## src/rtl/gcd_datapath_if.sv

```systemverilog
// gcd_datapath_if: command/flag bundle between the GCD controller (master)
// and the GCD datapath (slave).
//
// Handshake: there is no valid/ready pair. Every strobe (lda, ldb, sel_in,
// sel1, sel2, done) is a level command that is sampled on each rising clock
// edge and acted on in that same cycle. The datapath accepts every command
// unconditionally and never applies back-pressure. The flags (lt/gt/eq) and
// result outputs (gcd_out, gcd_valid, iter_count, err_sel) are registered
// state, or pure functions of registered state. The master may therefore
// sample them on the next edge after it issues a command.
interface gcd_datapath_if #(
  parameter int W  = 16,
  parameter int CW = 8
);
  logic [W-1:0]  data_in;
  logic          lda;
  logic          ldb;
  logic          sel1;
  logic          sel2;
  logic          sel_in;
  logic          done;
  logic          lt;
  logic          gt;
  logic          eq;
  logic [W-1:0]  gcd_out;
  logic          gcd_valid;
  logic [CW-1:0] iter_count;
  logic          err_sel;

  modport master (
    output data_in, lda, ldb, sel1, sel2, sel_in, done,
    input  lt, gt, eq, gcd_out, gcd_valid, iter_count, err_sel
  );

  modport slave (
    input  data_in, lda, ldb, sel1, sel2, sel_in, done,
    output lt, gt, eq, gcd_out, gcd_valid, iter_count, err_sel
  );
endinterface

```

## src/rtl/gcd_datapath.sv

```systemverilog
// gcd_datapath: datapath half of the subtract-based GCD engine.
// The block holds operand registers A and B, a shared subtractor, an input
// mux, result capture, a saturating iteration counter and a sticky
// illegal-select flag.
// Optional feature macro: GCD_DP_ZERO_GUARD_EN. When it is defined, a zero
// operand forces eq and the capture returns the non-zero operand.
module gcd_datapath #(
  parameter int W  = 16,
  parameter int CW = 8
) (
  input logic          clk,
  input logic          rst_n,
  gcd_datapath_if.slave dp
);

  localparam logic [CW-1:0] ITER_MAX = '1;

  logic [W-1:0]  r_a;
  logic [W-1:0]  r_b;
  logic [W-1:0]  r_gcd;
  logic          r_valid;
  logic          r_done_q;
  logic          r_err;
  logic [CW-1:0] r_iter;

  logic [W-1:0]  w_x;
  logic [W-1:0]  w_y;
  logic [W-1:0]  w_diff;
  logic [W-1:0]  w_mux;
  logic [W-1:0]  w_cap;
  logic          w_load;
  logic          w_op_load;
  logic          w_sub_load;
  logic          w_cap_fire;
  logic          w_lt;
  logic          w_gt;
  logic          w_eq;

  // Operand muxes, shared subtractor (modulo 2^W) and input mux
  always_comb begin
    w_x        = dp.sel1 ? r_b : r_a;
    w_y        = dp.sel2 ? r_b : r_a;
    w_diff     = w_x - w_y;
    w_mux      = dp.sel_in ? dp.data_in : w_diff;
    w_load     = dp.lda | dp.ldb;
    w_op_load  = w_load & dp.sel_in;
    w_sub_load = w_load & ~dp.sel_in;
    w_cap_fire = dp.done & ~r_done_q;
  end

  // Comparison flags and capture value, derived only from the A/B registers
  always_comb begin
    w_lt  = (r_a < r_b);
    w_gt  = (r_a > r_b);
    w_eq  = (r_a == r_b);
    w_cap = r_a;
`ifdef GCD_DP_ZERO_GUARD_EN
    // A zero operand ends the loop at once: gcd(0,n)=n, gcd(0,0)=0
    if ((r_a == '0) || (r_b == '0)) begin
      w_lt = 1'b0;
      w_gt = 1'b0;
      w_eq = 1'b1;
    end
    if (r_a == '0) begin
      w_cap = r_b;
    end
`endif
  end

  // Operand register A
  always_ff @(posedge clk or negedge rst_n) begin
    if (!rst_n) begin
      r_a <= '0;
    end else if (dp.lda) begin
      r_a <= w_mux;
    end
  end

  // Operand register B (both strobes load the same mux value)
  always_ff @(posedge clk or negedge rst_n) begin
    if (!rst_n) begin
      r_b <= '0;
    end else if (dp.ldb) begin
      r_b <= w_mux;
    end
  end

  // Iteration counter: cleared by operand loads, saturating on subtract loads
  always_ff @(posedge clk or negedge rst_n) begin
    if (!rst_n) begin
      r_iter <= '0;
    end else if (w_op_load) begin
      r_iter <= '0;
    end else if (w_sub_load && (r_iter != ITER_MAX)) begin
      r_iter <= r_iter + 1'b1;
    end
  end

  // Edge detector for the done strobe
  always_ff @(posedge clk or negedge rst_n) begin
    if (!rst_n) begin
      r_done_q <= 1'b0;
    end else begin
      r_done_q <= dp.done;
    end
  end

  // Result capture uses the pre-edge A. A same-cycle operand load wins for valid.
  always_ff @(posedge clk or negedge rst_n) begin
    if (!rst_n) begin
      r_gcd   <= '0;
      r_valid <= 1'b0;
    end else begin
      if (w_cap_fire) begin
        r_gcd <= w_cap;
      end
      if (w_op_load) begin
        r_valid <= 1'b0;
      end else if (w_cap_fire) begin
        r_valid <= 1'b1;
      end
    end
  end

  // Sticky flag for subtract loads with equal selects (diff forced to 0)
  always_ff @(posedge clk or negedge rst_n) begin
    if (!rst_n) begin
      r_err <= 1'b0;
    end else if (w_sub_load && (dp.sel1 == dp.sel2)) begin
      r_err <= 1'b1;
    end
  end

  assign dp.lt         = w_lt;
  assign dp.gt         = w_gt;
  assign dp.eq         = w_eq;
  assign dp.gcd_out    = r_gcd;
  assign dp.gcd_valid  = r_valid;
  assign dp.iter_count = r_iter;
  assign dp.err_sel    = r_err;

endmodule
```

## src/flat_wrapper.sv

```systemverilog
// flat-port wrapper written by rule: the top's interface ports become plain ports
module gcd_datapath_flat 
#(
  parameter int W  = 16,
  parameter int CW = 8
)
  (clk, rst_n, dp_data_in, dp_lda, dp_ldb, dp_sel1, dp_sel2, dp_sel_in, dp_done, dp_lt, dp_gt, dp_eq, dp_gcd_out, dp_gcd_valid, dp_iter_count, dp_err_sel);
  gcd_datapath_if #(.W(W), .CW(CW)) dp_i ();
  input logic clk;
  input logic rst_n;
  input wire logic [$bits(dp_i.data_in)-1:0] dp_data_in;
  input wire logic [$bits(dp_i.lda)-1:0] dp_lda;
  input wire logic [$bits(dp_i.ldb)-1:0] dp_ldb;
  input wire logic [$bits(dp_i.sel1)-1:0] dp_sel1;
  input wire logic [$bits(dp_i.sel2)-1:0] dp_sel2;
  input wire logic [$bits(dp_i.sel_in)-1:0] dp_sel_in;
  input wire logic [$bits(dp_i.done)-1:0] dp_done;
  output wire logic [$bits(dp_i.lt)-1:0] dp_lt;
  output wire logic [$bits(dp_i.gt)-1:0] dp_gt;
  output wire logic [$bits(dp_i.eq)-1:0] dp_eq;
  output wire logic [$bits(dp_i.gcd_out)-1:0] dp_gcd_out;
  output wire logic [$bits(dp_i.gcd_valid)-1:0] dp_gcd_valid;
  output wire logic [$bits(dp_i.iter_count)-1:0] dp_iter_count;
  output wire logic [$bits(dp_i.err_sel)-1:0] dp_err_sel;
  assign dp_i.data_in = dp_data_in;
  assign dp_i.lda = dp_lda;
  assign dp_i.ldb = dp_ldb;
  assign dp_i.sel1 = dp_sel1;
  assign dp_i.sel2 = dp_sel2;
  assign dp_i.sel_in = dp_sel_in;
  assign dp_i.done = dp_done;
  assign dp_lt = dp_i.lt;
  assign dp_gt = dp_i.gt;
  assign dp_eq = dp_i.eq;
  assign dp_gcd_out = dp_i.gcd_out;
  assign dp_gcd_valid = dp_i.gcd_valid;
  assign dp_iter_count = dp_i.iter_count;
  assign dp_err_sel = dp_i.err_sel;
  gcd_datapath #(.W(W), .CW(CW)) u_core (.clk(clk), .rst_n(rst_n), .dp(dp_i));
endmodule
```

## config.mk

```make
export PLATFORM = sky130hd
export DESIGN_NAME = gcd_datapath_flat
export DESIGN_NICKNAME = d
export VERILOG_FILES = /design/src/rtl/gcd_datapath_if.sv /design/src/rtl/gcd_datapath.sv /design/src/flat_wrapper.sv
export SDC_FILE = /design/constraint.sdc
export NUM_CORES = 1
export LEC_CHECK = 0
export CORE_ASPECT_RATIO = 0.5
export CORE_UTILIZATION = 60
export DETAILED_ROUTE_END_ITERATION = 16
export GPL_TIMING_DRIVEN = 0
export PLACE_DENSITY = 0.95
export SLEW_MARGIN = 25
export SYNTH_ARGS = -nofsm -noshare
export SYNTH_HDL_FRONTEND = slang
export SYNTH_SLANG_ARGS = --single-unit
```

## constraint.sdc

```tcl
create_clock -name clk -period 3.85 [get_ports clk]
set_input_delay 0.5775 -clock clk [delete_from_list [all_inputs] [get_ports clk]]
set_output_delay 0.5775 -clock clk [all_outputs]
set_load 0.1 [all_outputs]
```

==> reports/qor.csv, run 1 <==
stage,metric,value,unit
critical_path,cp_max_fo,10,
synth,synth_seq_cells,59,
timing,max_slew_margin,0.325,
critical_path,cp_top_family,buffers and inverters,
status,status,completed,
floorplan,start_util,0.630,
global_route,grt_max_degree,44,
floorplan,fp.dieH,58.8,um
cells_and_area,num_antenna_cells,0,
synth,netlist_area,3860,sq um
detailed_routing,avgRoutedWirePerCell,18.8,um
global_route,grt_pass1_wl,16.9,mm
cells_and_area,fin_nets,533,
synth,async_flop_share,1.00,
floorplan,ios,53,
cells_and_area,area_delta_synth_final,24.2,%
detailed_routing,remaining_drc_errors,0,
detailed_routing,wl,10.7,mm
critical_path,reg2reg_from,u_core.r_b[0]$_DFFE_PN0P_,
cells_and_area,post-route-util,0.783,
critical_path,criticalPathCategory,primary input to register,
critical_path,r2r_end,u_core.r_a[12]$_DFFE_PN0P_,
timing,fmax,0.287,GHz
critical_path,path_buf_inv,3,
synth,syn_inst,417,
timing,hold_violations,0,
clock_tree,cts_tree,done,
clock_tree,cts_setup_buffers,0,
timing,fin_crit,3490,ps
global_route,grt-ovfl-total,0,
timing,holdWs,103,ps
synth,synth_ff_type,dfrtp_1,
cells_and_area,final_cell_mix,"dfrtp_1 (59), clkdlybuf4s50_1 (43), nor2_1 (37), a21oi_1 (37), nand2_1 (34)",
floorplan,core_area,6130,sq um
floorplan,row_count,20,
detailed_routing,via_per_inst,6.17,
critical_path,reg2reg_slack,1200,ps
clock_tree,cts.htree.levels,3,
cells_and_area,drive_gt1_frac,0.121,
detailed_routing,drtIter0Drc,231,
global_route,grt_pass1_vias,3523,
clock_tree,clk_path_buf_depth,2,
critical_path,startpoint_type,primary input,
clock_tree,cts_hold_buf,0,
critical_path,crit_slowest_cell,buf_1,
timing,fin_crit_sh,0.906,
clock_tree,cts_root_buf,clkbuf_16,
critical_path,ff2ff_path_depth,12,
global_route,antenna_found_initial,0,
clock_tree,clock_sinks,59,
synth,syn-num-nets,474,
critical_path,worstPathArrival,3700,ps
timing,fin_tns_setup,0,ps
detailed_routing,drtAntennaViolNets,0,
timing,clock-skew-final,6.82,ps
synth,yosysSeqAreaShare,0.382,
placed_design,dp_hpwl,7.16,mm
placed_design,port_buffers,47,
placed_design,routabilityCongestion,0.913,
cells_and_area,mostFrequentLayoutCell,dfrtp_1,
timing,slew_viol_final,0,
clock_tree,clk_pin_slew_worst_paths,50,ps
detailed_routing,vias,3500,
critical_path,required,4060,ps
synth,yosysUniqueCellTypes,42,
critical_path,crit_chain,"clkbuf_1, buf_1, mux2i_1, ha_1, inv_1, fa_1, a21oi_1, o21a_1, o21ai_1, nor3_1, nor2_1, xnor2_1, o21ai_0",
timing,worstMarginPinSlew,1010,ps
synth,synth-edff-count,0,
synth,yosysWarnings,0,
clock_tree,cts_inserted_buffers,9,
floorplan,die_w,116,um
min_path,worstHoldPathType,primary input to async pin,
clock_tree,clk_latency,340,ps
timing,rsz0062_at_grt,false,
synth,syn_avg_cell_area,9.27,sq um
global_route,grt_use_total,0.342,
floorplan,dieArea,6790,sq um
timing,setup_viol,0,
job,max-cap-violations,0,
detailed_routing,drt_pass1_iterations,5,
critical_path,slowest_delay,630,ps
critical_path,end_kind,register,
Yosys cell counts (all sizes together), types with 2 or more instances:
library cell | instances | area share
o21bai | 2 | 0.0039
a21oi | 38 | 0.050
clkbuf | 13 | 0.013
a21o | 9 | 0.017
buf | 6 | 0.0071
dfrtp | 59 | 0.38
nor2 | 37 | 0.036
nor3 | 5 | 0.0065
a31oi | 6 | 0.0097
mux2 | 31 | 0.090
nand4 | 6 | 0.0097
o21ai | 37 | 0.050
nand2b | 7 | 0.011
o21a | 3 | 0.0062
inv | 23 | 0.022
nand2 | 34 | 0.033
nor2b | 5 | 0.0081
xor2 | 9 | 0.020
ha | 32 | 0.10
a21boi | 2 | 0.0039
nand3 | 10 | 0.013
o31ai | 2 | 0.0039
xnor2 | 7 | 0.016
and2 | 3 | 0.0049
o22a | 2 | 0.0045
mux2i | 19 | 0.049
a211oi | 2 | 0.0052
per-layer routing:
| layer | routed length [um] | track usage | vias up |
|---|---|---|---|
| li1 | - | - | 1587 |
| met4 | 456 | 0.221 | 0 |
| met5 | 0 | 0 | - |
| met2 | 4920 | 0.563 | 186 |
| met1 | 4420 | 0.401 | 1682 |
| met3 | 853 | 0.0999 | 45 |
state kept, by name, indices dropped and copies added, names as in the netlist:
name                  flops
u_core.dp.gcd_valid       1
u_core.r_a               16
u_core.dp.iter_count      8
u_core.dp.err_sel         1
u_core.r_b               16
u_core.dp.gcd_out        16
u_core.r_done_q           1
logic make-up (layout without fill, tap and decap cells):
group	Yosys count	in the layout	synth area share
flops	59	59	0.382
simple gates	109	109	0.126
compound gates	108	108	0.165
mux	50	50	0.140
fa+ha+maj	33	33	0.109
xor+xnor	16	16	0.0363
buf+inv	42	104	0.0421
cell type report:
type | count | area [sq um]
clock inverter | 2 | 35.0
inverter | 23 | 86.3
buffer | 19 | 76.3
timing repair buffer | 48 | 495
clock buffer | 12 | 267
fill | 358 | 1330
sequential | 59 | 1480
tap | 88 | 110
multi-input combinational | 316 | 2260
per-stage QoR:
stage	instances	cell area (sq um)	setup slack, ps
after floorplan	417	3890	171
after global placement	552	4480	255
after detailed placement	553	4490	174
after CTS	567	4790	46.2
after global routing	567	4800	193
final	567	4800	361
worst max path at each step:
stage | from | to | slack (ps) | cells past startpoint
after floorplan | u_core.r_a[1]$_DFFE_PN0P_ | dp_gt | 170 | 8
after global placement | dp_sel1 | u_core.r_a[8]$_DFFE_PN0P_ | 260 | 13
after detailed placement | dp_sel1 | u_core.r_a[6]$_DFFE_PN0P_ | 170 | 13
after CTS | u_core.r_a[13]$_DFFE_PN0P_ | dp_gt | 50 | 8
after global routing | dp_sel1 | u_core.r_b[6]$_DFFE_PN0P_ | 190 | 13
final | dp_sel1 | u_core.r_a[12]$_DFFE_PN0P_ | 360 | 13
worst register-to-register path, delay by kind of cell, from the launching register on:
kind | cells | cell delay, ps
flops | 1 | 430
compound gates | 5 | 790
buf+inv | 1 | 70
fa+ha+maj | 2 | 620
xor+xnor | 1 | 180
simple gates | 3 | 430
timing repair:
item                                    CTS  global route
endpoints found under the setup margin    0             3
gates resized for setup                   0             3
endpoints found under the hold margin     0             0
Power of run 1 is not shown: default switching activity piles up to over one toggle a cycle in this logic, so the estimate is an artifact.
==> run 2: changes to the inputs <==
- ABC_AREA: unset -> 0
- CORE_ASPECT_RATIO: 0.5 -> unset
==> run 2 against run 1 <==
Cell area fell by 2.0%. Critical path depth fell by 4. Maximum frequency fell by 2.4%. Largest cell class unchanged. Flip-flop and latch count did not move. Non-clock buffer count did not move. Setup slack got worse by 86 ps. Clock-buffer cell count did not move. Critical path type is now register to primary output. Register-to-register slack got worse by 120 ps. Wire length rose by 1.7%. Utilization fell by 0.64 points.
==> reports/qor.csv, run 2 (synthesis results as in run 1) <==
stage,metric,value,unit,change
critical_path,crit_start,u_core.r_b[1]$_DFFE_PN0P_,,
cells_and_area,stdcell_count,556,,-1.9%
floorplan,core_area,6060,sq um,-1.1%
timing,fmax,0.280,GHz,-2.4%
global_route,grt_pass1_wl,17.4,mm,+2.9%
timing,max_slew_margin,0.343,,+0.0179
cells_and_area,fin_nets,533,,unchanged
placed_design,port_buffers,47,,unchanged
critical_path,end_kind,primary output,,
critical_path,required,3270,ps,-790 ps
clock_tree,clk_latency,370,ps,+30 ps
clock_tree,clock_sinks,59,,unchanged
global_route,grt-ovfl-total,0,,unchanged
detailed_routing,drt_pass1_iterations,5,,unchanged
timing,worstMarginPinSlew,982,ps,-26.8 ps
global_route,antenna_found_initial,0,,unchanged
placed_design,dp_hpwl,7.28,mm,+1.7%
detailed_routing,vias,3646,,+4.2%
floorplan,ios,53,,unchanged
job,max-cap-violations,0,,unchanged
cells_and_area,drive_gt1_frac,0.123,,+0.00158
min_path,worstHoldPathType,primary input to async pin,,
detailed_routing,drtAntennaViolNets,0,,unchanged
detailed_routing,remaining_drc_errors,0,,unchanged
floorplan,dieArea,6770,sq um,-0.28%
detailed_routing,avgRoutedWirePerCell,19.5,um,+3.7%
clock_tree,cts.htree.levels,3,,unchanged
critical_path,startpoint_type,register,,
clock_tree,cts_hold_buf,0,,unchanged
clock_tree,cts_inserted_buffers,9,,unchanged
critical_path,reg2reg_from,u_core.r_b[0]$_DFFE_PN0P_,,
clock_tree,clk_pin_slew_worst_paths,80,ps,+30 ps
floorplan,row_count,28,,+40%
global_route,grt_use_total,0.352,,+0.0101
cells_and_area,mostFrequentLayoutCell,dfrtp_1,,
floorplan,die_w,82.3,um,-29%
detailed_routing,wl,10.8,mm,+1.7%
clock_tree,cts_root_buf,clkbuf_8,,
global_route,grt_pass1_vias,3604,,+2.3%
timing,fin_tns_setup,0,ps,unchanged
cells_and_area,final_cell_mix,"dfrtp_1 (59), clkdlybuf4s50_1 (43), nor2_1 (37), a21oi_1 (37), nand2_1 (34)",,
placed_design,routabilityCongestion,0.866,,-5.2%
cells_and_area,area_delta_synth_final,21.8,%,
clock_tree,cts_tree,done,,
floorplan,start_util,0.638,,+0.00729
placed_design,dp.cells,540,,-2.4%
timing,setup_viol,0,,unchanged
critical_path,cp_max_fo,4,,-6
detailed_routing,drtIter0Drc,429,,+86%
cells_and_area,num_antenna_cells,0,,unchanged
timing,fin_crit_sh,0.928,,+0.0223
clock_tree,clk_path_buf_depth,2,,unchanged
detailed_routing,via_per_inst,6.56,,+6.2%
critical_path,worstPathArrival,3000,ps,-700 ps
timing,clock-skew-final,13.5,ps,+6.73 ps
clock_tree,cts_setup_buffers,0,,unchanged
floorplan,fp.dieH,82.3,um,+40%
global_route,grt_max_degree,34,,-23%
timing,hold_violations,0,,unchanged
timing,rsz0062_at_grt,false,,
timing,fin_crit,3570,ps,+85.8 ps
status,status,completed,,
timing,slew_viol_final,0,,unchanged
critical_path,criticalPathCategory,register to primary output,,
==> run 2: changes by cell type in the layout (fill, tap and decap cells not counted), sizes merged <==
| cell | previous run | this run |
|---|---|---|
| clkinvlp | 0 | 1 |
| dlygate4sd2 | 0 | 1 |
| dlymetal6s2s | 3 | 2 |
| bufinv | 1 | 2 |
==> run 2: final timing paths <==
| path | end | slack (ps) | depth (start not counted) |
|---|---|---|---|
| setup / recovery | dp_lt | 280 | 9 |
| hold reg to reg | u_core.dp.gcd_out[0]$_DFFE_PN0P_ | 490 | 2 |
| min in group clk | u_core.dp.gcd_out[0]$_DFFE_PN0P_ | 490 | 2 |
| max in group asynchronous | u_core.dp.gcd_out[8]$_DFFE_PN0P_ | 3230 | 2 |
| setup reg to reg | u_core.r_b[8]$_DFFE_PN0P_ | 1080 | 12 |
| hold / removal | u_core.r_a[2]$_DFFE_PN0P_ | 110 | 1 |
==> run 2: layout make-up <==
class / instances / area [sq um]
Fill cell: 345 / 1350
Multi-Input combinational cell: 316 / 2260
Clock inverter: 4 / 72.6
Inverter: 23 / 86.3
Buffer: 19 / 76.3
Clock buffer: 12 / 155
Sequential cell: 59 / 1480
Tap cell: 75 / 93.8
Timing Repair Buffer: 48 / 492
==> run 2: worst max-delay path, stage by stage (launching register included) <==
cell	delay, ps
dfrtp_1	410
inv_1	60
ha_1	300
nor2b_1	130
o21ai_0	140
nand2b_1	80
a21oi_1	170
o21ai_0	170
a41oi_4	290
dlygate4sd2_1	890
==> run 2: repair_timing <==
| action | 4_1_cts | 5_1_grt |
|---|---|---|
| setup endpoints to repair | 1 | 2 |
| cloned | 0 | 0 |
| gates resized for setup | 1 | 2 |
| pin swaps | 0 | 0 |
==> run 2: metal layers <==
layer	wire (um)	global-route usage	up-vias
li1	-	-	1597
met1	4060	0.414	1737
met2	5230	0.574	249
met3	940	0.0736	63
met4	597	0.244	0
met5	0	0	-
==> run 2: metrics by stage <==
stage               cell area [sq um]  utilization  hold slack (ps)  setup slack, ps
global route                     4710        0.777              146              171
detailed placement               4480        0.739              469              101
finish                           4710        0.777              107              275
floorplan                        3890            -              282              171
global placement                 4460        0.736              461              240
CTS                              4700        0.776              131             20.4
Power of run 2 is left out for the same reason.
==> run 3: changes to the inputs <==
- CORE_MARGIN: unset -> 10
==> run 3 against run 2 <==
Setup slack improved by 110 ps. Utilization fell by 3.6 points. Non-clock buffer count unchanged. Hold slack got worse by 72 ps. Cell area fell by 0.61%. Final cell count is 0.36% higher. Register-to-register slack improved by 90 ps. First-iteration DRC count is 47% lower. Clock skew is 2.7 ps lower. Global-route usage decreased by 15 points.
==> reports/qor.csv, run 3 (synthesis results as in run 1) <==
stage,metric,value,unit,change
global_route,grt_use_total,0.207,,-0.145
timing,max_slew_margin,0.339,,-0.00474
clock_tree,cts_root_buf,clkbuf_8,,
detailed_routing,avgRoutedWirePerCell,18.2,um,-6.8%
global_route,antenna_found_initial,0,,unchanged
global_route,grt_pass1_vias,3596,,-0.22%
timing,fin_tns_setup,0,ps,unchanged
global_route,grt_pass1_wl,17.0,mm,-2.1%
status,status,completed,,
placed_design,routabilityCongestion,0.885,,+2.2%
floorplan,row_count,29,,+3.6%
critical_path,criticalPathCategory,primary input to register,,
detailed_routing,drt_pass1_iterations,5,,unchanged
detailed_routing,wl,10.1,mm,-6.5%
cells_and_area,fin_nets,533,,unchanged
cells_and_area,final_cell_mix,"dfrtp_1 (59), clkdlybuf4s50_1 (43), nor2_1 (37), a21oi_1 (37), nand2_1 (34)",,
timing,rsz0062_at_grt,false,,
cells_and_area,stdcell_count,558,,+0.36%
critical_path,ff2ff_path_depth,12,,unchanged
clock_tree,cts_inserted_buffers,9,,unchanged
floorplan,ios,53,,unchanged
clock_tree,clk_path_buf_depth,2,,unchanged
timing,fin_crit,3460,ps,-110 ps
cells_and_area,mostFrequentLayoutCell,dfrtp_1,,
clock_tree,post_cts_resize_count,0,,-1
critical_path,cp_max_fo,10,,+6
global_route,grt_max_degree,54,,+59%
critical_path,end_kind,register,,
cells_and_area,num_antenna_cells,0,,unchanged
min_path,worstHoldPathType,primary input to async pin,,
timing,fin_crit_sh,0.900,,-0.0286
floorplan,fp.dieH,100,um,+22%
clock_tree,cts.htree.levels,3,,unchanged
clock_tree,clk_pin_slew_worst_paths,70,ps,about the same
timing,fmax,0.289,GHz,+3.2%
clock_tree,clock_sinks,59,,unchanged
clock_tree,cts_hold_buf,0,,unchanged
timing,slew_viol_final,0,,unchanged
placed_design,dp_worst_setup_slack,169,ps,+68.2 ps
timing,worstMarginPinSlew,989,ps,+7.08 ps
timing,clock-skew-final,10.8,ps,-2.72 ps
timing,setup_viol,0,,unchanged
clock_tree,clk_latency,350,ps,-20 ps
cells_and_area,area_delta_synth_final,21.1,%,
detailed_routing,drtIter0Drc,229,,-47%
timing,hold_violations,0,,unchanged
global_route,grt-ovfl-total,0,,unchanged
floorplan,die_w,100,um,+22%
clock_tree,cts_setup_buffers,0,,unchanged
critical_path,required,4110,ps,+840 ps
critical_path,worstPathArrival,3730,ps,+730 ps
clock_tree,cts_tree,done,,
timing,holdWs,34.6,ps,-72.3 ps
critical_path,startpoint_type,primary input,,
placed_design,dp.cells,542,,+0.37%
detailed_routing,remaining_drc_errors,0,,unchanged
job,max-cap-violations,0,,unchanged
placed_design,dp_hpwl,7.64,mm,+4.9%
timing,setup_slack,386,ps,+110 ps
floorplan,dieArea,10100,sq um,+49%
detailed_routing,vias,3420,,-6.2%
detailed_routing,via_per_inst,6.13,,-6.5%
floorplan,start_util,0.612,,-0.0255
placed_design,port_buffers,47,,unchanged
floorplan,core_area,6310,sq um,+4.2%
cells_and_area,drive_gt1_frac,0.125,,+0.00208
detailed_routing,drtAntennaViolNets,0,,unchanged
## run 3: cell type report
cell class | count | area [sq um]
multi-input combinational | 316 | 2260
fill | 410 | 1630
sequential | 59 | 1480
timing repair buffer | 48 | 503
clock buffer | 10 | 138
tap | 77 | 96.3
inverter | 23 | 86.3
buffer | 19 | 76.3
clock inverter | 6 | 47.5
## run 3: worst paths after layout
check                                                 startpoint  slack [ps]                                   to
worst max-delay path                                     dp_sel1         390            u_core.r_a[8]$_DFFE_PN0P_
worst min-delay path                                       rst_n          30  u_core.dp.iter_count[5]$_DFFE_PN0P_
worst max register to register         u_core.r_a[0]$_DFFE_PN0P_        1170            u_core.r_a[8]$_DFFE_PN0P_
worst min register to register  u_core.dp.gcd_out[6]$_DFFE_PN0P_         510     u_core.dp.gcd_out[6]$_DFFE_PN0P_
max in group asynchronous                                  rst_n        3330     u_core.dp.gcd_out[7]$_DFFE_PN0P_
min in group clk                u_core.dp.gcd_out[6]$_DFFE_PN0P_         510     u_core.dp.gcd_out[6]$_DFFE_PN0P_
## run 3: critical path, stage by stage
cell and delay [ps]:
clkbuf_1 330, buf_1 570, mux2i_1 270, ha_1 200, inv_1 60, fa_1 400
a21oi_1 260, o21ai_0 170, a21oi_1 260, o21ai_0 160, xor2_1 160, nand2b_1 90
a31oi_1 200
## run 3: per-stage QoR
| stage | util | cell area [sq um] |
|---|---|---|
| 5_1_grt | 0.741 | 4680 |
| 3_3_place_gp | 0.707 | 4460 |
| 3_5_place_dp | 0.711 | 4490 |
| 6_report | 0.741 | 4680 |
| 4_1_cts | 0.740 | 4670 |
| 2_1_floorplan | - | 3890 |
## run 3: metal layers
| metal | track usage | up-vias | share of wire |
|---|---|---|---|
| li1 | - | 1587 | - |
| met1 | 0.240 | 1651 | 0.41 |
| met2 | 0.344 | 157 | 0.50 |
| met3 | 0.0495 | 25 | 0.064 |
| met4 | 0.112 | 0 | 0.029 |
| met5 | 0 | - | 0 |
Power of run 3 is left out for the same reason.
